## src/rtl/dpbram_stream_reader.sv

```systemverilog
`default_nettype none
// ============================================================================
//  Module   : dpbram_stream_reader
//  Function : Reads a block of words (wrapping at DP) from one port of an
//             N x DW dual-port BRAM and streams them out as valid/ready beats.
//  Revision : 1.0  initial release
// ============================================================================
module dpbram_stream_reader #(
    parameter int DP  = 512,
    parameter int DW  = 8,
    parameter int N   = 3,
    parameter int AW  = $clog2(DP) - 1,
    parameter int BDW = N * DW - 1
) (
    input  logic          clk,
    input  logic          rstn,
    input  logic          start,
    input  logic [AW:0]   base,
    input  logic [AW+1:0] len,
    input  logic          abort,
    output logic          busy,
    output logic          done,
    output logic          mem_ce,
    output logic          mem_wr,
    output logic [AW:0]   mem_addr,
    input  logic [BDW:0]  mem_rdata,
    output logic          m_valid,
    input  logic          m_ready,
    output logic [BDW:0]  m_data,
    output logic          m_last
);

    typedef enum logic [1:0] {
        IDLE  = 2'd0,
        RUN   = 2'd1,
        DRAIN = 2'd2
    } state_t;

    localparam logic [AW:0]   c_last_addr = (AW + 1)'(DP - 1);
    localparam logic [AW:0]   c_addr_one  = (AW + 1)'(1);
    localparam logic [AW+1:0] c_len_one   = (AW + 2)'(1);

    state_t        r_state;
    state_t        w_state_nxt;
    logic          r_done;
    logic          w_done_nxt;
    logic          w_launch;
    logic          w_flush;

    logic [AW:0]   r_rd_ptr;
    logic [AW+1:0] r_len;
    logic [AW+1:0] r_issued;
    logic [AW+1:0] r_beat_cnt;
    logic [AW+1:0] w_len_m1;
    logic          r_inflight;

    logic [BDW:0]  r_fifo_mem [0:1];
    logic          r_wr_sel;
    logic          r_rd_sel;
    logic [1:0]    r_count;

    logic          w_pop;
    logic          w_issue;
    logic          w_head_last;
    logic [2:0]    w_occ;

    // ------------------------------------------------------------------------
    // Issue credit: words held in the FIFO plus the read in flight, less the
    // beat leaving this cycle, must stay below the FIFO depth of two.
    // ------------------------------------------------------------------------
    assign w_len_m1    = r_len - c_len_one;
    assign w_pop       = m_valid & m_ready;
    assign w_occ       = {1'b0, r_count} + {2'b00, r_inflight};
    assign w_head_last = (r_beat_cnt == w_len_m1);
    assign w_issue     = (r_state == RUN) & ~abort & (r_issued != r_len) &
                         (w_occ < (3'd2 + {2'b00, w_pop}));

    assign busy     = (r_state != IDLE);
    assign done     = r_done;
    assign mem_ce   = w_issue;
    assign mem_wr   = 1'b0;
    assign mem_addr = r_rd_ptr;
    assign m_valid  = (r_count != 2'd0);
    assign m_data   = m_valid ? r_fifo_mem[r_rd_sel] : '0;
    assign m_last   = m_valid & w_head_last;

    // ------------------------------------------------------------------------
    // Control FSM
    // ------------------------------------------------------------------------
    always_ff @(posedge clk or negedge rstn) begin
        if (!rstn) begin
            r_state <= IDLE;
            r_done  <= 1'b0;
        end else begin
            r_state <= w_state_nxt;
            r_done  <= w_done_nxt;
        end
    end

    always_comb begin
        w_state_nxt = r_state;
        w_done_nxt  = 1'b0;
        w_launch    = 1'b0;
        w_flush     = 1'b0;
        case (r_state)
            IDLE: begin
                if (start) begin
                    if (len != '0) begin
                        w_state_nxt = RUN;
                        w_launch    = 1'b1;
                        w_flush     = 1'b1;
                    end else begin
                        w_done_nxt = 1'b1;
                    end
                end
            end
            RUN: begin
                if (abort) begin
                    w_state_nxt = IDLE;
                    w_flush     = 1'b1;
                end else if (w_issue && (r_issued == w_len_m1)) begin
                    w_state_nxt = DRAIN;
                end
            end
            DRAIN: begin
                if (abort) begin
                    w_state_nxt = IDLE;
                    w_flush     = 1'b1;
                end else if (w_pop && w_head_last) begin
                    w_state_nxt = IDLE;
                    w_done_nxt  = 1'b1;
                end
            end
            default: begin
                w_state_nxt = IDLE;
                w_flush     = 1'b1;
            end
        endcase
    end

    // ------------------------------------------------------------------------
    // Read pointer and transfer counters
    // ------------------------------------------------------------------------
    always_ff @(posedge clk or negedge rstn) begin
        if (!rstn) begin
            r_rd_ptr   <= '0;
            r_len      <= '0;
            r_issued   <= '0;
            r_inflight <= 1'b0;
        end else begin
            if (w_launch) begin
                r_rd_ptr <= base;
                r_len    <= len;
                r_issued <= '0;
            end else if (w_issue) begin
                r_rd_ptr <= (r_rd_ptr == c_last_addr) ? '0 : (r_rd_ptr + c_addr_one);
                r_issued <= r_issued + c_len_one;
            end
            r_inflight <= w_issue;
        end
    end

    always_ff @(posedge clk or negedge rstn) begin
        if (!rstn) begin
            r_beat_cnt <= '0;
        end else if (w_launch) begin
            r_beat_cnt <= '0;
        end else if (w_pop && !w_flush) begin
            r_beat_cnt <= r_beat_cnt + c_len_one;
        end
    end

    // ------------------------------------------------------------------------
    // Two-entry output FIFO; a flush also drops the read still in flight.
    // ------------------------------------------------------------------------
    always_ff @(posedge clk or negedge rstn) begin
        if (!rstn) begin
            for (int i = 0; i < 2; i++) begin
                r_fifo_mem[i] <= '0;
            end
            r_wr_sel <= 1'b0;
            r_rd_sel <= 1'b0;
            r_count  <= 2'd0;
        end else if (w_flush) begin
            r_wr_sel <= 1'b0;
            r_rd_sel <= 1'b0;
            r_count  <= 2'd0;
        end else begin
            if (r_inflight) begin
                r_fifo_mem[r_wr_sel] <= mem_rdata;
                r_wr_sel             <= ~r_wr_sel;
            end
            if (w_pop) begin
                r_rd_sel <= ~r_rd_sel;
            end
            case ({r_inflight, w_pop})
                2'b10:   r_count <= r_count + 2'd1;
                2'b01:   r_count <= r_count - 2'd1;
                default: r_count <= r_count;
            endcase
        end
    end

endmodule
`default_nettype wire

```

## config.mk

```make
export PLATFORM = sky130hd
export DESIGN_NAME = dpbram_stream_reader
export DESIGN_NICKNAME = d
export VERILOG_FILES = /design/src/rtl/dpbram_stream_reader.sv
export SDC_FILE = /design/constraint.sdc
export NUM_CORES = 1
export LEC_CHECK = 0
export ABC_CLOCK_PERIOD_IN_PS = 3200
export BUFFER_PORTS_ARGS = -buffer_cell sky130_fd_sc_hd__clkbuf_2
export CAP_MARGIN = 30
export CORE_MARGIN = 2
export CORE_UTILIZATION = 24
export CTS_BUF_LIST = sky130_fd_sc_hd__clkbuf_16
export CTS_CLUSTER_DIAMETER = 120
export DETAILED_ROUTE_END_ITERATION = 12
export HOLD_SLACK_MARGIN = 0.12
export SYNTH_ARGS = -nofsm -noshare
export SYNTH_HDL_FRONTEND = slang
export SYNTH_SLANG_ARGS = --single-unit
```

## constraint.sdc

```tcl
create_clock -name clk -period 3.2 [get_ports clk]
set_input_delay 0.48 -clock clk [delete_from_list [all_inputs] [get_ports clk]]
set_output_delay 0.48 -clock clk [all_outputs]
set_load 0.05 [all_outputs]
```

# Yosys cells after proc, flatten, opt, wreduce, memory -nomap -nowiden
# Index checks and enable logic that the tools add are counted.
word_totals:
  input_bits: 48
  output_inout_bits: 39
  reg_bits: 95
op_classes:
  eq_ne: 12
  n_addsub: 8
  n_mux: 37
  reduce_logical: 17
  magnitude_cmp: 4
  bitwise_logic: 11
ops:
  columns: ["cell", "count"]
  rows:
  - ["$mux 24", 5]
  - ["$bwmux 48", 1]
  - ["$mux 10", 4]
  - ["$mux 9", 3]
  - ["$demux 24 s1", 1]
  - ["$add 10x1->10 const B", 2]
  - ["$eq 10x10->1", 2]
  - ["$mux 2", 7]
  - ["$mux 1", 12]
  - ["$reduce_bool 2->1", 6]
  - ["$ne 10x10->1", 1]
  - ["$reduce_bool 10->1", 1]
  - ["$sub 10x1->10 const B", 1]
  - ["$add 9x1->9 const B", 1]
  - ["$eq 9x9->1 const B", 1]
  - ["$pmux 2 s3", 1]
  - ["$and 1x1->1", 5]
  - ["$eq 2x1->1 const B", 2]
  - ["$eq 2x2->1 const B", 2]
  - ["$ge 2x2->1 const B", 2]
  - ["$logic_and 1x1->1", 4]
  - ["$ne 2x2->1 const B", 2]
  - ["$not 1->1", 4]
  - ["$not 1->2", 2]
  - ["other kinds (16)", 17]

# Depth between registers and ports, before layout
# Gate-level depths: netlist (run 1).
depth:
  depth_word: 9
  depth_mapped: 11

# Least setup slack after synthesis (run 1)
# Ideal clock, no wire load.
synth_timing:
  kind: "reg2out"
  startpoint: "register r_len[0]"
  endpoint: "output m_last"
  t_required_ps: 2720
  arrival_time_ps: 2729
  path_slack_ps: -9
  n_path_buf: 2
  path_stages_with_launch: 11
  path_cell_list: "dfrtp_1 -> buf_6 -> inv_1 -> ha_1 -> or3b_1 -> or3_1 -> clkbuf_1 -> xnor2_1 -> and3_1 -> nand3_1 -> nor2_1"
synth_between:
  elab_chain_cells: 3
synth_rtl:
  columns: ["element", "line", "text"]
  rows:
  - ["from (decl)", "51", "logic [AW+1:0] r_len;"]
  - ["from (signal assigned)", "153", "r_len <= len;"]
  - ["$sub 10x1->10", "71", "assign w_len_m1 = r_len - c_len_one;"]
  - ["$eq 10x10->1", "74", "assign w_head_last = (r_beat_cnt == w_len_m1);"]
  - ["$and 1x1->1", "85", "assign m_last = m_valid & w_head_last;"]
  - ["to (decl)", "30", "output logic m_last"]
# Every way passes these cells.

# Final worst setup path (run 1)
layout_timing:
  startpoint: "register r_len[1]"
  endpoint: "output m_last"
# The elaborated chain is that of the path after synthesis.

==> metrics.txt, run 1 <==
aggregate negative setup slack 0 ns; post-route cell area 6366 µm²; PnR Total Power 6.022 mW; register area share after synthesis 45.68%; Ant. Diodes 0; GR Overflow Total 0; Clock Latency Late Sink between 0.3 and 0.4 ns; initial antenna violation count 0; synthesized flop and latch total 95; Final Hold Viols 0; Post-synth EDFFs 0; Register Area 2381 µm²; Worst-Margin Slew 0.6491 ns; Critical Path Start r_len[1]; Synth cell types between 50 and 60; DR WL/cell between 10 and 15 µm; Critical Path Max Stage Delay approximately 0.45 ns; vias per cell 4.635; CTS tree yes; Max-cap violations 0; maximum number of pins on one net before global-route repair 49; share of cells above drive strength 1 25.83%; Synth area leader dfrtp_1; worst reg-to-reg path cell count 7; Core Box Area roughly 21000 µm²; Die Y about 150 µm; Yosys top cell area share 45.68%; synth top area cells dfrtp_1 (46%), mux2_2 (5.4%), mux2_1 (5.2%); area of the die 22880 µm²; synthesized area per cell around 10 µm²; CP arrival 2.57 ns; Iter 0 DRT Violations around 190; clk slew on worst S/H paths 0.07 ns; TritonCTS Sinks between 90 and 100; Worst Skew between 0.004 and 0.005 ns; Final min period just over 3 ns; CP Class reg2out; slew margin rel. 56.33%; CTS max path bufs 2; Hold Path Class in2async; Worst Path Max Fanout 6; Die Span X ~150 µm; most frequent cell after synthesis dfrtp_1; CTS buffer count 9; PortBufs 85; All-Layer GR Usage 11.87%; pwr/cell area 946.0 nW/µm²; crit path buf inv count 2; Detailed Route WL 12.85 mm; worst-path cell chain inv_1 > ha_1 > or3b_4 > or3_4 > xnor2_4 > and3_1 > nand3_2 > nor2_2 > buf_6; critical path's slowest cell dfrtp_2; Post-Syn Nets slightly below 600; post-synthesis cell count 518; H-tree Lvls 3; Placed Instance Area 5979 µm²; final antenna-violating net count 0; Pins Over Slew Limit 0; Worst path depth 9; Final GP Congestion approximately 0.89; DR vias 4074; peak supply drop 0.4812 mV; status completed; top-level I/O count 87; Critical Path Start Type register; final period utilization about 95%; RSZ-0062 raised after global routing false; Pre-antenna DRT Iters 4; fillers ~2200; initial core utilization about a quarter; Synth top cells by count dfrtp_1 (95), nor2_1 (67), nand2_1 (45); final setup violation count 0; leak pwr 2.825 nW; post-synthesis instance area around 5200 µm²; clock root buffer master clkbuf_16; layout net count 658; launching point of the worst reg2reg path r_len[2]; Synth Flop Type dfrtp_1; Fmax 328.0 MHz; Synth warnings 0; number of global-route vias before repair 4098; # rows 53; Req. time, crit path 2.72 ns; fraction of registers with async set/reset 100.0%; synth-to-layout area growth 22.34%; Multi-input gate area 2713 µm²; first-pass GRT wire length 21.07 mm; Crit. End Element output port; dpl hpwl 9.166 mm; DRC 0; CP delay by family, top simple AND/OR/NAND/NOR gates
==> cells in the final DEF, fill, tap and decap left out, types with 14 or more instances in the layout <==
cell type	n
dfrtp_1	92
clkbuf_2	83
nor2_1	65
nand2_1	45
mux2i_1	25
mux2_2	25
mux2_1	24
xnor2_1	22
xor2_1	21
o21ai_0	21
inv_1	14
buf_4	14
==> per-layer routing <==
metal	global-route usage, %	routed length [µm]	vias up
met4	3.645	162	0
met1	15.94	5867	2003
met3	2.651	684	9
li1	-	-	1971
met5	0	0	-
met2	19.05	6139	91
==> worst paths after layout <==
path / slack (ns) / to
max in group asynchronous: 2.34 / r_fifo_mem[30]
min reg2reg: 0.49 / r_fifo_mem[32]
min: 0.17 / mem_addr[0]
min in group clk: 0.34 / r_len[2]
max reg2reg: 0.40 / r_state[1]
max: 0.15 / m_last
==> through the flow <==
stage	worst slack, ns	cells	utilization, %	hold slack [ns]
global route	0.02720	879	30.09	0.2062
global placement	0.2544	862	28.27	0.4725
floorplan	0.2054	518	-	0.1844
CTS	0.01367	878	29.91	0.1827
finish	0.1514	879	30.09	0.1664
detailed placement	0.2423	862	28.27	0.4802
==> worst reg2reg max path: cells and delay by family (launching register included) <==
family | cells | cell delay (ns)
compound gates | 2 | 0.54
flops | 1 | 0.49
simple gates | 5 | 1.66
==> registers in the layout (all words and copies together), names as in the netlist <==
name        flops
r_fifo_mem     48
r_beat_cnt     10
r_issued       10
r_len          10
mem_addr        9
r_count         2
r_state         2
done            1
r_inflight      1
r_rd_sel        1
r_wr_sel        1
==> area by class of cell <==
cell class | count | area share, %
Multi-Input combinational cell | 379 | 42.61
Clock inverter | 7 | 1.494
Clock buffer | 9 | 3.538
Timing Repair Buffer | 99 | 8.667
Inverter | 15 | 0.8844
Sequential cell | 95 | 37.40
Tap cell | 275 | 5.405
==> kinds of logic (layout without fill, tap and decap cells) <==
group           Yosys count  count (layout)  share of synthesized area [%]
flops                    95              95                          45.68
xor+xnor                 44              44                          7.406
other cells               1               1                        0.07206
compound gates           64              64                          8.032
simple gates            185             185                          17.19
buf+inv                  44             130                          3.558
fa+ha+maj                11              11                          2.645
mux                      74              74                          15.41
==> power by group <==
part | internal (mW) | total (mW) | switching, mW
clock network | 0.688 | 1.18 | 0.491
registers | 1.67 | 2.11 | 0.441
logic | 1.06 | 2.73 | 1.68
total | 3.41 | 6.02 | 2.61
==> what timing repair did <==
action / CTS / global route
resized for setup: 6 / 8
hold buffers: 0 / 0
setup buffers: 0 / 1
setup endpoints to repair: 1 / 2
cloned: 0 / 0
Power figures use the tool's default switching activity.
==> inputs of run 2 (changes only) <==
Settings changed: MAX_ROUTING_LAYER set to met4.
==> run 2 against run 1 <==
Global-route usage increased by 0.25 points. Via count decreased by 0.27%. First-iteration DRC count decreased by 18%. Routed wire length increased by 0.93%. Flip-flop and latch count unchanged. Clock skew increased by 0.0021 ns. Largest cell class unchanged. Total power decreased by 1.4%. Core utilization increased by 0.10 points. Largest power group unchanged. Highest routed layer unchanged. Register-to-register slack got worse by 0.21 ns. Critical path type unchanged.
==> metrics.txt, run 2 (synthesized netlist as in run 1, its figures left out) <==
status completed; pwr/cell area 929.8 nW/µm² (-1.7%); DRC 0 (unchanged); # rows 53 (unchanged); DR vias 4063 (-0.27%); number of global-route vias before repair 4027 (-1.7%); hold slack 0.3353 ns (+0.1690 ns); TritonCTS Sinks 95 (unchanged); Detailed Route WL 12.97 mm (+0.93%); Largest register FFs 48 (unchanged); Reg power frac 35.3% (+0.3 points); DR WL/cell 14.66 µm (+0.25%); CP Class reg2out; Multi-input gate area 2733 µm² (+0.74%); Iter 0 DRT Violations 159 (-18%); most common cell after layout, fill and taps aside dfrtp_1; Pins Over Slew Limit 0 (unchanged); fillers 2208 (-1.5%); first-pass GRT wire length 20.84 mm (-1.1%); Clock Latency Late Sink 0.35 ns (about the same); HP Start base[0]; leak pwr 2.829 nW (+0.12%); Register Area 2380 µm² (about the same); Logic pwr share 47.7% (+2.3 points); Sw Share 44.38% (+1.1 points); vias per cell 4.591 (-0.95%); Pre-antenna DRT Iters 4 (unchanged); Max-cap violations 0 (unchanged); slew margin rel. 55.55% (-0.77 points); commonest cells after routing, fill and taps aside dfrtp_1 (93), clkbuf_2 (83), nor2_1 (65), nand2_1 (45); clk slew on worst S/H paths 0.07 ns (about the same); H-tree Lvls 3 (unchanged); CP arrival 2.59 ns (+0.02 ns); clock root buffer master clkbuf_16; maximum number of pins on one net before global-route repair 66 (+35%); area of the die 22880 µm² (unchanged); Die Y 151.3 µm (unchanged); Worst-Margin Slew 0.6606 ns (+0.01149 ns); aggregate negative setup slack 0 ns (unchanged); final antenna-violating net count 0 (unchanged); peak supply drop 0.4530 mV (-5.9%); final period utilization 95.88% (+0.61 points); Final min period 3.068 ns (+0.01967 ns); P_int 3.304 mW (-3.2%); GR Overflow Total 0 (unchanged); CTS max path bufs 2 (unchanged); top-level I/O count 87 (unchanged); dpl hpwl 9.270 mm (+1.1%); post-route cell area 6387 µm² (+0.33%); initial antenna violation count 0 (unchanged); layout net count 664 (+0.91%); Die Span X 151.3 µm (unchanged); CTS buffer count 9 (unchanged); Worst Skew 0.006738 ns (+0.002063 ns); All-Layer GR Usage 12.12% (+0.25 points); initial core utilization 24.60% (unchanged); placed cells 862 (unchanged); synth-to-layout area growth 22.75%; Crit. End Element output port; share of cells above drive strength 1 26.89% (+1.1 points); PortBufs 85 (unchanged); Placed Instance Area 5979 µm² (unchanged); Layout Cells excl Fill 885 (+0.68%); Fmax 325.9 MHz (-0.64%); Final Hold Viols 0 (unchanged); Core Box Area 21150 µm² (unchanged); Req. time, crit path 2.72 ns (about the same); Worst Path Max Fanout 4 (-2); clock network fraction of total power 17.1% (-2.5 points); Reg with most FFs r_fifo_mem; CTS tree yes; Critical Path Start r_len[0]; Ant. Diodes 0 (unchanged); NetSw 2.635 mW (+1.1%); Critical Path Start Type register; Final GP Congestion 0.8372 (-5.4%); launching point of the worst reg2reg path r_len[0]; final setup violation count 0 (unchanged); Hold Path Class in2reg
-- run 2: power by group through the flow --
stage          Combinational, mW  Sequential [mW]  Clock [mW]
2_1_floorplan               2.02             2.11           0
3_3_place_gp                2.69             2.09           0
3_5_place_dp                2.72             2.11           0
4_1_cts                     2.74             2.10        1.06
5_1_grt                     3.11             2.17        1.11
6_report                    2.83             2.09        1.01
-- run 2: worst paths after layout --
check | endpoint | depth (start not counted) | slack, ns
min reg2reg | r_fifo_mem[28] | 1 | 0.49
min in group asynchronous | mem_addr[8] | 2 | 0.63
max in group asynchronous | r_beat_cnt[7] | 3 | 1.88
max | m_last | 7 | 0.13
max reg2reg | r_state[0] | 10 | 0.19
min | mem_addr[0] | 3 | 0.34
-- run 2: metrics by stage --
| step | setup WS [ns] | utilization, % | power, mW |
|---|---|---|---|
| after floorplan | 0.2054 | - | 4.140 |
| after global routing | -0.0006211 | 30.19 | 6.397 |
| after detailed placement | 0.2573 | 28.27 | 4.828 |
| final | 0.1317 | 30.19 | 5.939 |
| after CTS | 0.004639 | 29.75 | 5.902 |
| after global placement | 0.2839 | 28.27 | 4.785 |
-- run 2: per-layer routing --
| layer | track usage [%] | wire length [µm] |
|---|---|---|
| met5 | - | 0 |
| met4 | 4.813 | 267 |
| met3 | 2.259 | 471 |
| met2 | 18.69 | 6186 |
| met1 | 15.75 | 6048 |
-- run 2: timing repair --
item | in CTS | in global routing
hold buffers | 1 | 0
hold endpoints to repair | 30 | 0
gates resized for setup | 6 | 12
pin swaps | 0 | 6
setup buffers | 0 | 6
setup endpoints to repair | 1 | 1
-- run 2: cell type report --
| cell class | instances | share of cell area [%] |
|---|---|---|
| flip-flops and latches | 95 | 37.26 |
| clock inverters | 7 | 0.7835 |
| repair buffers | 105 | 9.383 |
| well taps | 275 | 5.387 |
| clock buffers | 9 | 3.526 |
| multi-input cells | 379 | 42.78 |
| inverters | 15 | 0.8815 |
-- run 2: worst max-delay path: stages (launching register included) --
cell     delay (ns)
dfrtp_2        0.42
buf_4          0.16
or4_4          0.50
or4b_4         0.50
a32oi_2        0.25
nand3_2        0.13
nor2_2         0.13
buf_6          0.16
